<file path="config.mk">
export PLATFORM = sky130hd
export DESIGN_NAME = plic_claim_ctrl_flat
export DESIGN_NICKNAME = d
export VERILOG_FILES = /design/src/rtl/plic_claim_ctrl_if.sv /design/src/rtl/plic_claim_ctrl.sv /design/src/flat_wrapper.sv
export SDC_FILE = /design/constraint.sdc
export NUM_CORES = 1
export LEC_CHECK = 0
export CORE_MARGIN = 5
export CORE_UTILIZATION = 28
export DETAILED_ROUTE_END_ITERATION = 16
export PLACE_DENSITY = 0.87
export RECOVER_POWER = 25
export SLEW_MARGIN = 10
export SYNTH_ARGS = -nofsm -noshare
export SYNTH_HDL_FRONTEND = slang
export SYNTH_SLANG_ARGS = --single-unit
</file>
<file path="constraint.sdc">
create_clock -name clk_i -period 3 [get_ports clk_i]
set_clock_uncertainty 0.15 [all_clocks]
set_input_delay 0.3 -clock clk_i [delete_from_list [all_inputs] [get_ports clk_i]]
set_output_delay 0.3 -clock clk_i [all_outputs]
set_load 0.02 [all_outputs]
</file>
<file path="src/rtl/plic_claim_ctrl_if.sv">
// rtl/plic_claim_ctrl_if.sv - register bus shared by the CPU and PLIC sides of plic_claim_ctrl.
interface plic_claim_ctrl_if;
    logic        stb;
    logic        we;
    logic [9:0]  adr;
    logic [3:0]  byte_sel;
    logic [31:0] wdat;
    logic [31:0] rdat;
    logic        ack;

    modport master (output stb, we, adr, byte_sel, wdat, input rdat);
    modport slave  (input stb, we, adr, byte_sel, wdat, output rdat, ack);
endinterface

</file>
<file path="src/rtl/plic_claim_ctrl.sv">
// rtl/plic_claim_ctrl.sv - PLIC claim/complete engine with CPU register pass-through.
// Optional HOLD watchdog enabled by macro PLIC_CLAIM_TIMEOUT_EN.
module plic_claim_ctrl #(
    parameter int unsigned TIMEOUT_CYCLES = 1024,
    parameter int unsigned ID_W           = 5
) (
    input  logic                  clk_i,
    input  logic                  rst_i,
    plic_claim_ctrl_if.slave      cpu,
    plic_claim_ctrl_if.master     plic,
    input  logic                  plic_irq_i,
    input  logic                  irq_done_i,
    output logic                  ext_irq_o,
    output logic [ID_W-1:0]       irq_id_o,
    output logic                  irq_id_valid_o,
    output logic [7:0]            spurious_cnt_o,
    output logic                  timeout_o
);
    localparam logic [9:0] CLAIM_ADR = 10'h204;

    if (TIMEOUT_CYCLES < 1 || ID_W < 1 || ID_W > 32) begin : g_bad_cfg
        $error("plic_claim_ctrl: unsupported TIMEOUT_CYCLES/ID_W");
    end

    typedef enum logic [1:0] {S_IDLE, S_CLAIM, S_HOLD, S_COMPLETE} state_e;

    state_e          state_q, state_d;
    logic [ID_W-1:0] id_q, id_d;
    logic            valid_q, valid_d;
    logic [7:0]      spur_q, spur_d;
    logic [ID_W-1:0] claim_id;
    logic            tmo_fire;

    assign claim_id = plic.rdat[ID_W-1:0];

`ifdef PLIC_CLAIM_TIMEOUT_EN
    localparam int unsigned CNT_W = $clog2(TIMEOUT_CYCLES + 1);

    logic [CNT_W-1:0] hold_cnt_q, hold_cnt_d;
    logic             timeout_q, timeout_d;

    assign tmo_fire = (state_q == S_HOLD) && (hold_cnt_q == CNT_W'(TIMEOUT_CYCLES - 1));

    always_comb begin
        hold_cnt_d = '0;
        timeout_d  = timeout_q;
        if (state_q == S_HOLD && state_d == S_HOLD) begin
            hold_cnt_d = hold_cnt_q + 1'b1;
        end
        // A done pulse on the deadline cycle wins over the watchdog.
        if (tmo_fire && !irq_done_i) begin
            timeout_d = 1'b1;
        end
    end

    always_ff @(posedge clk_i) begin
        if (rst_i) begin
            hold_cnt_q <= '0;
            timeout_q  <= 1'b0;
        end else begin
            hold_cnt_q <= hold_cnt_d;
            timeout_q  <= timeout_d;
        end
    end

    assign timeout_o = timeout_q;
`else
    assign tmo_fire  = 1'b0;
    assign timeout_o = 1'b0;
`endif

    always_ff @(posedge clk_i) begin
        if (rst_i) begin
            state_q <= S_IDLE;
            id_q    <= '0;
            valid_q <= 1'b0;
            spur_q  <= 8'h00;
        end else begin
            state_q <= state_d;
            id_q    <= id_d;
            valid_q <= valid_d;
            spur_q  <= spur_d;
        end
    end

    always_comb begin
        state_d = state_q;
        id_d    = id_q;
        valid_d = valid_q;
        spur_d  = spur_q;
        case (state_q)
            S_IDLE: begin
                if (plic_irq_i) state_d = S_CLAIM;
            end
            S_CLAIM: begin
                id_d = claim_id;
                if (claim_id != '0) begin
                    state_d = S_HOLD;
                    valid_d = 1'b1;
                end else begin
                    state_d = S_IDLE;
                    if (spur_q != 8'hFF) spur_d = spur_q + 8'h01;
                end
            end
            S_HOLD: begin
                if (irq_done_i || tmo_fire) state_d = S_COMPLETE;
            end
            S_COMPLETE: begin
                state_d = S_IDLE;
                valid_d = 1'b0;
            end
            default: state_d = S_IDLE;
        endcase
    end

    // Engine owns the PLIC port in CLAIM/COMPLETE; otherwise the CPU passes through.
    always_comb begin
        plic.stb      = 1'b0;
        plic.we       = 1'b0;
        plic.adr      = '0;
        plic.byte_sel = '0;
        plic.wdat     = '0;
        cpu.rdat      = '0;
        cpu.ack       = 1'b0;
        if (state_q == S_CLAIM) begin
            plic.stb      = 1'b1;
            plic.adr      = CLAIM_ADR;
            plic.byte_sel = 4'hF;
        end else if (state_q == S_COMPLETE) begin
            plic.stb      = 1'b1;
            plic.we       = 1'b1;
            plic.adr      = CLAIM_ADR;
            plic.byte_sel = 4'hF;
            plic.wdat     = 32'(id_q);
        end else if (cpu.stb) begin
            cpu.ack = 1'b1;
            if (cpu.adr == CLAIM_ADR) begin
                if (!cpu.we && valid_q) cpu.rdat = 32'(id_q);
            end else begin
                plic.stb      = 1'b1;
                plic.we       = cpu.we;
                plic.adr      = cpu.adr;
                plic.byte_sel = cpu.byte_sel;
                plic.wdat     = cpu.wdat;
                if (!cpu.we) cpu.rdat = plic.rdat;
            end
        end
    end

    assign irq_id_o       = id_q;
    assign irq_id_valid_o = valid_q;
    assign ext_irq_o      = valid_q;
    assign spurious_cnt_o = spur_q;
endmodule

</file>
<file path="src/flat_wrapper.sv">
// flat-port wrapper written by rule: the top's interface ports become plain ports
module plic_claim_ctrl_flat 
#(
    parameter int unsigned TIMEOUT_CYCLES = 1024,
    parameter int unsigned ID_W           = 5
)
  (clk_i, rst_i, plic_irq_i, irq_done_i, ext_irq_o, irq_id_o, irq_id_valid_o, spurious_cnt_o, timeout_o, cpu_stb, cpu_we, cpu_adr, cpu_byte_sel, cpu_wdat, cpu_rdat, cpu_ack, plic_stb, plic_we, plic_adr, plic_byte_sel, plic_wdat, plic_rdat);
  plic_claim_ctrl_if cpu_i ();
  plic_claim_ctrl_if plic_i ();
  input  logic clk_i;
  input  logic rst_i;
  input  logic plic_irq_i;
  input  logic irq_done_i;
  output logic ext_irq_o;
  output logic [ID_W-1:0] irq_id_o;
  output logic irq_id_valid_o;
  output logic [7:0] spurious_cnt_o;
  output logic timeout_o;
  input wire logic [$bits(cpu_i.stb)-1:0] cpu_stb;
  input wire logic [$bits(cpu_i.we)-1:0] cpu_we;
  input wire logic [$bits(cpu_i.adr)-1:0] cpu_adr;
  input wire logic [$bits(cpu_i.byte_sel)-1:0] cpu_byte_sel;
  input wire logic [$bits(cpu_i.wdat)-1:0] cpu_wdat;
  output wire logic [$bits(cpu_i.rdat)-1:0] cpu_rdat;
  output wire logic [$bits(cpu_i.ack)-1:0] cpu_ack;
  output wire logic [$bits(plic_i.stb)-1:0] plic_stb;
  output wire logic [$bits(plic_i.we)-1:0] plic_we;
  output wire logic [$bits(plic_i.adr)-1:0] plic_adr;
  output wire logic [$bits(plic_i.byte_sel)-1:0] plic_byte_sel;
  output wire logic [$bits(plic_i.wdat)-1:0] plic_wdat;
  input wire logic [$bits(plic_i.rdat)-1:0] plic_rdat;
  assign cpu_i.stb = cpu_stb;
  assign cpu_i.we = cpu_we;
  assign cpu_i.adr = cpu_adr;
  assign cpu_i.byte_sel = cpu_byte_sel;
  assign cpu_i.wdat = cpu_wdat;
  assign cpu_rdat = cpu_i.rdat;
  assign cpu_ack = cpu_i.ack;
  assign plic_stb = plic_i.stb;
  assign plic_we = plic_i.we;
  assign plic_adr = plic_i.adr;
  assign plic_byte_sel = plic_i.byte_sel;
  assign plic_wdat = plic_i.wdat;
  assign plic_i.rdat = plic_rdat;
  plic_claim_ctrl #(.TIMEOUT_CYCLES(TIMEOUT_CYCLES), .ID_W(ID_W)) u_core (.clk_i(clk_i), .rst_i(rst_i), .cpu(cpu_i), .plic(plic_i), .plic_irq_i(plic_irq_i), .irq_done_i(irq_done_i), .ext_irq_o(ext_irq_o), .irq_id_o(irq_id_o), .irq_id_valid_o(irq_id_valid_o), .spurious_cnt_o(spurious_cnt_o), .timeout_o(timeout_o));
endmodule
</file>
# Yosys cells after proc, flatten, opt, wreduce, memory -nomap -nowiden
# Index checks and enable logic that the tools add are counted.
[totals]
latch_bits = 0
rom_bits = 0
word_cells = 57
inputBits = 84
ff_bits = 16
out_inout_bits = 97
mem_bits_rw = 0
memories = 0
[classes]
n_div = 0
mul = 0
eq_ne = 8
order_cmp = 0
n_bitwise = 1
n_reduce_logical = 8
n_mux = 35
n_addsub = 1
shift = 0
[op_table]
columns = ["operator", "count"]
rows = [
  ["32-bit two-way mux", 9],
  ["10-bit two-way mux", 4],
  ["4-bit two-way mux", 4],
  ["1-bit two-way mux", 12],
  ["10-bit equality test (second input constant)", 1],
  ["8-bit by 1-bit adder with 8-bit output (second input constant)", 1],
  ["8-bit != test (second input constant)", 1],
  ["2-bit case mux with 4 select lines", 1],
  ["2-bit two-way mux", 3],
  ["5-bit two-way mux", 1],
  ["5-bit nonzero test", 1],
  ["2-bit equality test (second input constant)", 2],
  ["2-bit != test (second input constant)", 2],
  ["2-bit AND reduction", 2],
  ["3-bit AND reduction", 1],
  ["2-bit by 1-bit equality test with 1-bit output (second input constant)", 1],
  ["2-bit logical NOT", 1],
  ["2-bit by 1-bit != test with 1-bit output (second input constant)", 1],
  ["1-bit case mux with 2 select lines", 1],
  ["2-bit nonzero test", 1],
  ["1-bit logical AND", 1],
  ["1-bit logical NOT", 1],
  ["1-bit inverter", 1],
]

# Longest topological paths before layout
[logic_depth]
word_depth = 7
ltp_mapped = 6
depth_no_buf = 4

# Least setup slack after synthesis
# No wires, ideal clock.
[synth_timing]
path_type = "input to output"
from = "input port cpu_adr[1]"
to = "output port plic_wdat[0]"
slack_ns = 1.110
t_required_ns = 2.550
t_arrival_ns = 1.440
cell_stages = 5
path_buffers = 1
path_cell_list = "nor4b_2 -> nand4_1 -> and2_0 -> clkbuf_1 -> a22o_1"
[synth_via]
elab_chain_len = 5
[synth_lines]
columns = ["item", "line", "source"]
rows = [
  ["start, declared", "flat_wrapper.sv:21", "input wire logic [$bits(cpu_i.adr)-1:0] cpu_adr;"],
  ["10-bit equality test", "plic_claim_ctrl.sv:137", "if (cpu.adr == CLAIM_ADR) begin"],
  ["32-bit two-way mux", "plic_claim_ctrl.sv:137", ""],
  ["32-bit two-way mux", "plic_claim_ctrl.sv:135", "end else if (cpu.stb) begin"],
  ["32-bit two-way mux", "plic_claim_ctrl.sv:129", "end else if (state_q == S_COMPLETE) begin"],
  ["32-bit two-way mux", "plic_claim_ctrl.sv:125", "if (state_q == S_CLAIM) begin"],
  ["end, declared", "flat_wrapper.sv:30", "output wire logic [$bits(plic_i.wdat)-1:0] plic_wdat;"],
]
# No other way between the ends.

# Worst setup path in the final report
[layout_timing]
from = "input port cpu_adr[1]"
to = "output port cpu_rdat[4]"
[layout_via]
elab_chain_len = 5
[layout_lines]
columns = ["item", "line", "source"]
rows = [
  ["10-bit equality test", "plic_claim_ctrl.sv:137", ""],
  ["32-bit two-way mux", "plic_claim_ctrl.sv:137", ""],
  ["32-bit two-way mux", "plic_claim_ctrl.sv:135", ""],
  ["32-bit two-way mux", "plic_claim_ctrl.sv:129", ""],
  ["32-bit two-way mux", "plic_claim_ctrl.sv:125", ""],
  ["end, declared", "flat_wrapper.sv:24", "output wire logic [$bits(cpu_i.rdat)-1:0] cpu_rdat;"],
]
# No other way between the ends.

==> run_results.csv <==
group,metric,value,unit
route,avgViaCountPerCell,4.69,
sta,fmax,353,MHz
clocking,cts-htree-levels,1,
floorplan,fp.dieH,81.5,um
synthesis,ys_ff_latch,16,
clocking,clk_latency,250,ps
clocking,cts_sinks,16,
placed_design,place_congestion,0.865,
worst_setup_path,slowest_stage,"clkdlybuf4s50_1",
synthesis,synth_top_family_by_area,"simple AND/OR/NAND/NOR gates",
global_route,grt_pass1_wl,10300,um
sta,post-route-min-period,2830,ps
synthesis,synth_cell_types,36,
worst_setup_path,critPathBufInv,2,
synthesis,synth_compound_area_share,11.0,%
worst_hold_path,hold_class,"flop to flop",
sta,slew_viol_final,0,
flow_run,drv_cap,0,
clocking,holdBufCountCts,0,
synthesis,syn_area_per_cell,7.05,sq um
clocking,cts_buffer_depth,2,
synthesis,netlist_instances,203,
worst_setup_path,critical_path_required,2550,ps
synthesis,syn_nets,288,
route,num_vias,2071,
global_route,grt_max_degree,38,
clocking,cts_setup_buffers,0,
clocking,cts_tree,"done",
cells_and_area,fin_util,65.7,%
synthesis,async_flop_share,0,%
worst_setup_path,startpoint_type,"input port",
route,antenna_left,0,
global_route,grt_overflow,0,
worst_setup_path,crit_family,"buffers and inverters",
synthesis,seq_area_frac_synth,22.4,%
floorplan,die_area,6640,sq um
cells_and_area,final_nets,458,
cells_and_area,syn_to_final_growth,131,%
floorplan,io_pins,181,
synthesis,ys_warn_count,0,
sta,relSlewSlack,57.5,%
route,dr.pass1.iters,4,
worst_setup_path,crit_path_end_kind,"primary output",
global_route,grt.total_usage,20.1,%
worst_setup_path,worst_path_most_repeated_cell,"clkdlybuf4s50_1",
sta,final-hold-violation-count,0,
global_route,grt_pass1_vias,2046,
sta,setup_violations,0,
floorplan,core,5040,sq um
sta,worst_pin_slew,636,ps
synthesis,synthAdderAreaFrac,0.874,%
sta,rsz0062_at_grt,"false",
placed_design,port-buffer-count,179,
cells_and_area,n_fill_cell,415,
global_route,antenna_found_initial,0,
cells_and_area,layout-drive-gt1-share,4.30,%
clocking,cts_inserted_buffers,3,
clocking,clkTransAtPathRegs,60,ps
route,wl_per_cell,15.8,um
worst_setup_path,crit_chain,"clkdlybuf4s50_1, nor4b_2, and4_2, nand3_1, a21oi_1, clkdlybuf4s50_1",
power,power_density,257,nW/um^2
synthesis,synth_xor_area_share,0,%
placed_design,dp_hpwl,5980,um
route,wl,6970,um
worst_setup_path,cp_data_arrival_time,2380,ps
synthesis,synthFlopType,"dfxtp_1",
power,vdd_drop_max,0.183,mV
synthesis,synth.cell_area,1430,sq um
worst_setup_path,path_class,"input port to primary output",
synthesis,synthSimpleGateAreaFrac,51.5,%
status,status,"complete, no violations",
synthesis,synth_edf_count,0,
synthesis,muxShareOfSynthArea,6.47,%
worst_setup_path,crit_path_max_incr_delay,640,ps
floorplan,placementRows,26,
cells_and_area,diodes,0,
route,drt_iter0_markers,68,
sta,finalCritPeriodShare,94.4,%
power,power_leakage,1.36,nW
cells_and_area,final_cell_mix,"clkdlybuf4s50_1, and2_1, and3_1",
floorplan,start_util,28.4,%
clocking,cts_root_buf,"clkbuf_8",
power,finalPower,851,uW
floorplan,chipWidth,81.5,um
route,drc,0,
cells_and_area,final_common_cell,"clkdlybuf4s50_1",
worst_setup_path,crit_fanout,6,
## synth_stat cells (3+ instances only)
cell / instances / area share, %
buf_4: 3 / 1.6
nand3_1: 8 / 2.8
and2_1: 34 / 15
or4_1: 3 / 1.6
mux2i_1: 7 / 4.9
a21oi_1: 13 / 4.5
a22o_1: 5 / 3.1
nor2b_1: 5 / 2.2
nand2_1: 7 / 1.8
clkbuf_1: 13 / 3.4
o31ai_1: 3 / 1.6
and3_1: 29 / 13
nor2_1: 24 / 6.3
dfxtp_1: 16 / 22
nor3_1: 4 / 1.4
inv_1: 3 / 0.79
## logic make-up (layout without fill, tap and decap cells)
family                     Yosys count  in the layout
AOI/OAI and AO/OA                   25             25
muxes                                9              9
buffers and inverters               23            192
and+or+nand+nor                    128            128
DFF                                 16             16
adders and majority gates            1              1
other                                1              1
## sequential cells by signal, summed over array words and instances (netlist names), named ones only
name / cells
u_core.irq_id_o: 5
u_core.spurious_cnt_o: 8
u_core.ext_irq_o: 1
u_core.state_q: 1
## path summary, 6_finish.rpt
| path | from | end | slack, ps | cells after the start |
|---|---|---|---|---|
| worst min-delay path | u_core.spurious_cnt_o[6] | u_core.spurious_cnt_o[6] | 350 | 2 |
| worst max register to register | u_core.state_q[0] | u_core.spurious_cnt_o[5] | 390 | 6 |
| worst max-delay path | cpu_adr[1] | cpu_rdat[4] | 170 | 6 |
| worst min register to register | u_core.spurious_cnt_o[6] | u_core.spurious_cnt_o[6] | 350 | 2 |
## power by group
group	internal, mW	switching (mW)	total (mW)
clock	0.116	0.0706	0.187
combinational	0.246	0.189	0.435
sequential	0.220	0.00919	0.229
total	0.582	0.269	0.851
## cell type report
type                    count  area, sq um  share of cell area [%]
multi-input cells         164         1010                    30.5
clock buffers               4         55.1                    1.66
repair buffers            185         1830                    55.2
well taps                  70         87.6                    2.65
flip-flops and latches     16          320                    9.67
inverters                   3         11.3                   0.340
## repair_timing
| item | in CTS | in global routing |
|---|---|---|
| gates cloned | 0 | 0 |
| hold endpoints to repair | 0 | 0 |
| endpoints found under the setup margin | 27 | 6 |
| gates resized for setup | 1 | 2 |
## per-layer routing
layer,GRT usage (%),vias to the layer above,part of all wire (%)
met3,7.68,6,13
met4,2.70,0,0.98
met2,37.8,125,50
met5,0,-,0
li1,-,1039,-
met1,21.5,901,36
## per-stage QoR
stage	setup slack (ps)	hold slack (ps)	area (sq um)	instances	setup TNS, ps
3_5_place_dp	-75.1	348	3260	438	-1230
3_3_place_gp	-29.4	326	3260	438	-77.2
5_1_grt	36.7	375	3310	442	0
6_report	167	348	3310	442	0
2_1_floorplan	1110	297	1430	203	0
4_1_cts	100	357	3320	442	0
## worst min-delay path, cell delays in order (launching register included)
cell and delay [ps]:
dfxtp_1 330, o41ai_1 70, a21oi_1 50
Note: power is estimated with default switching activity, not from simulation.
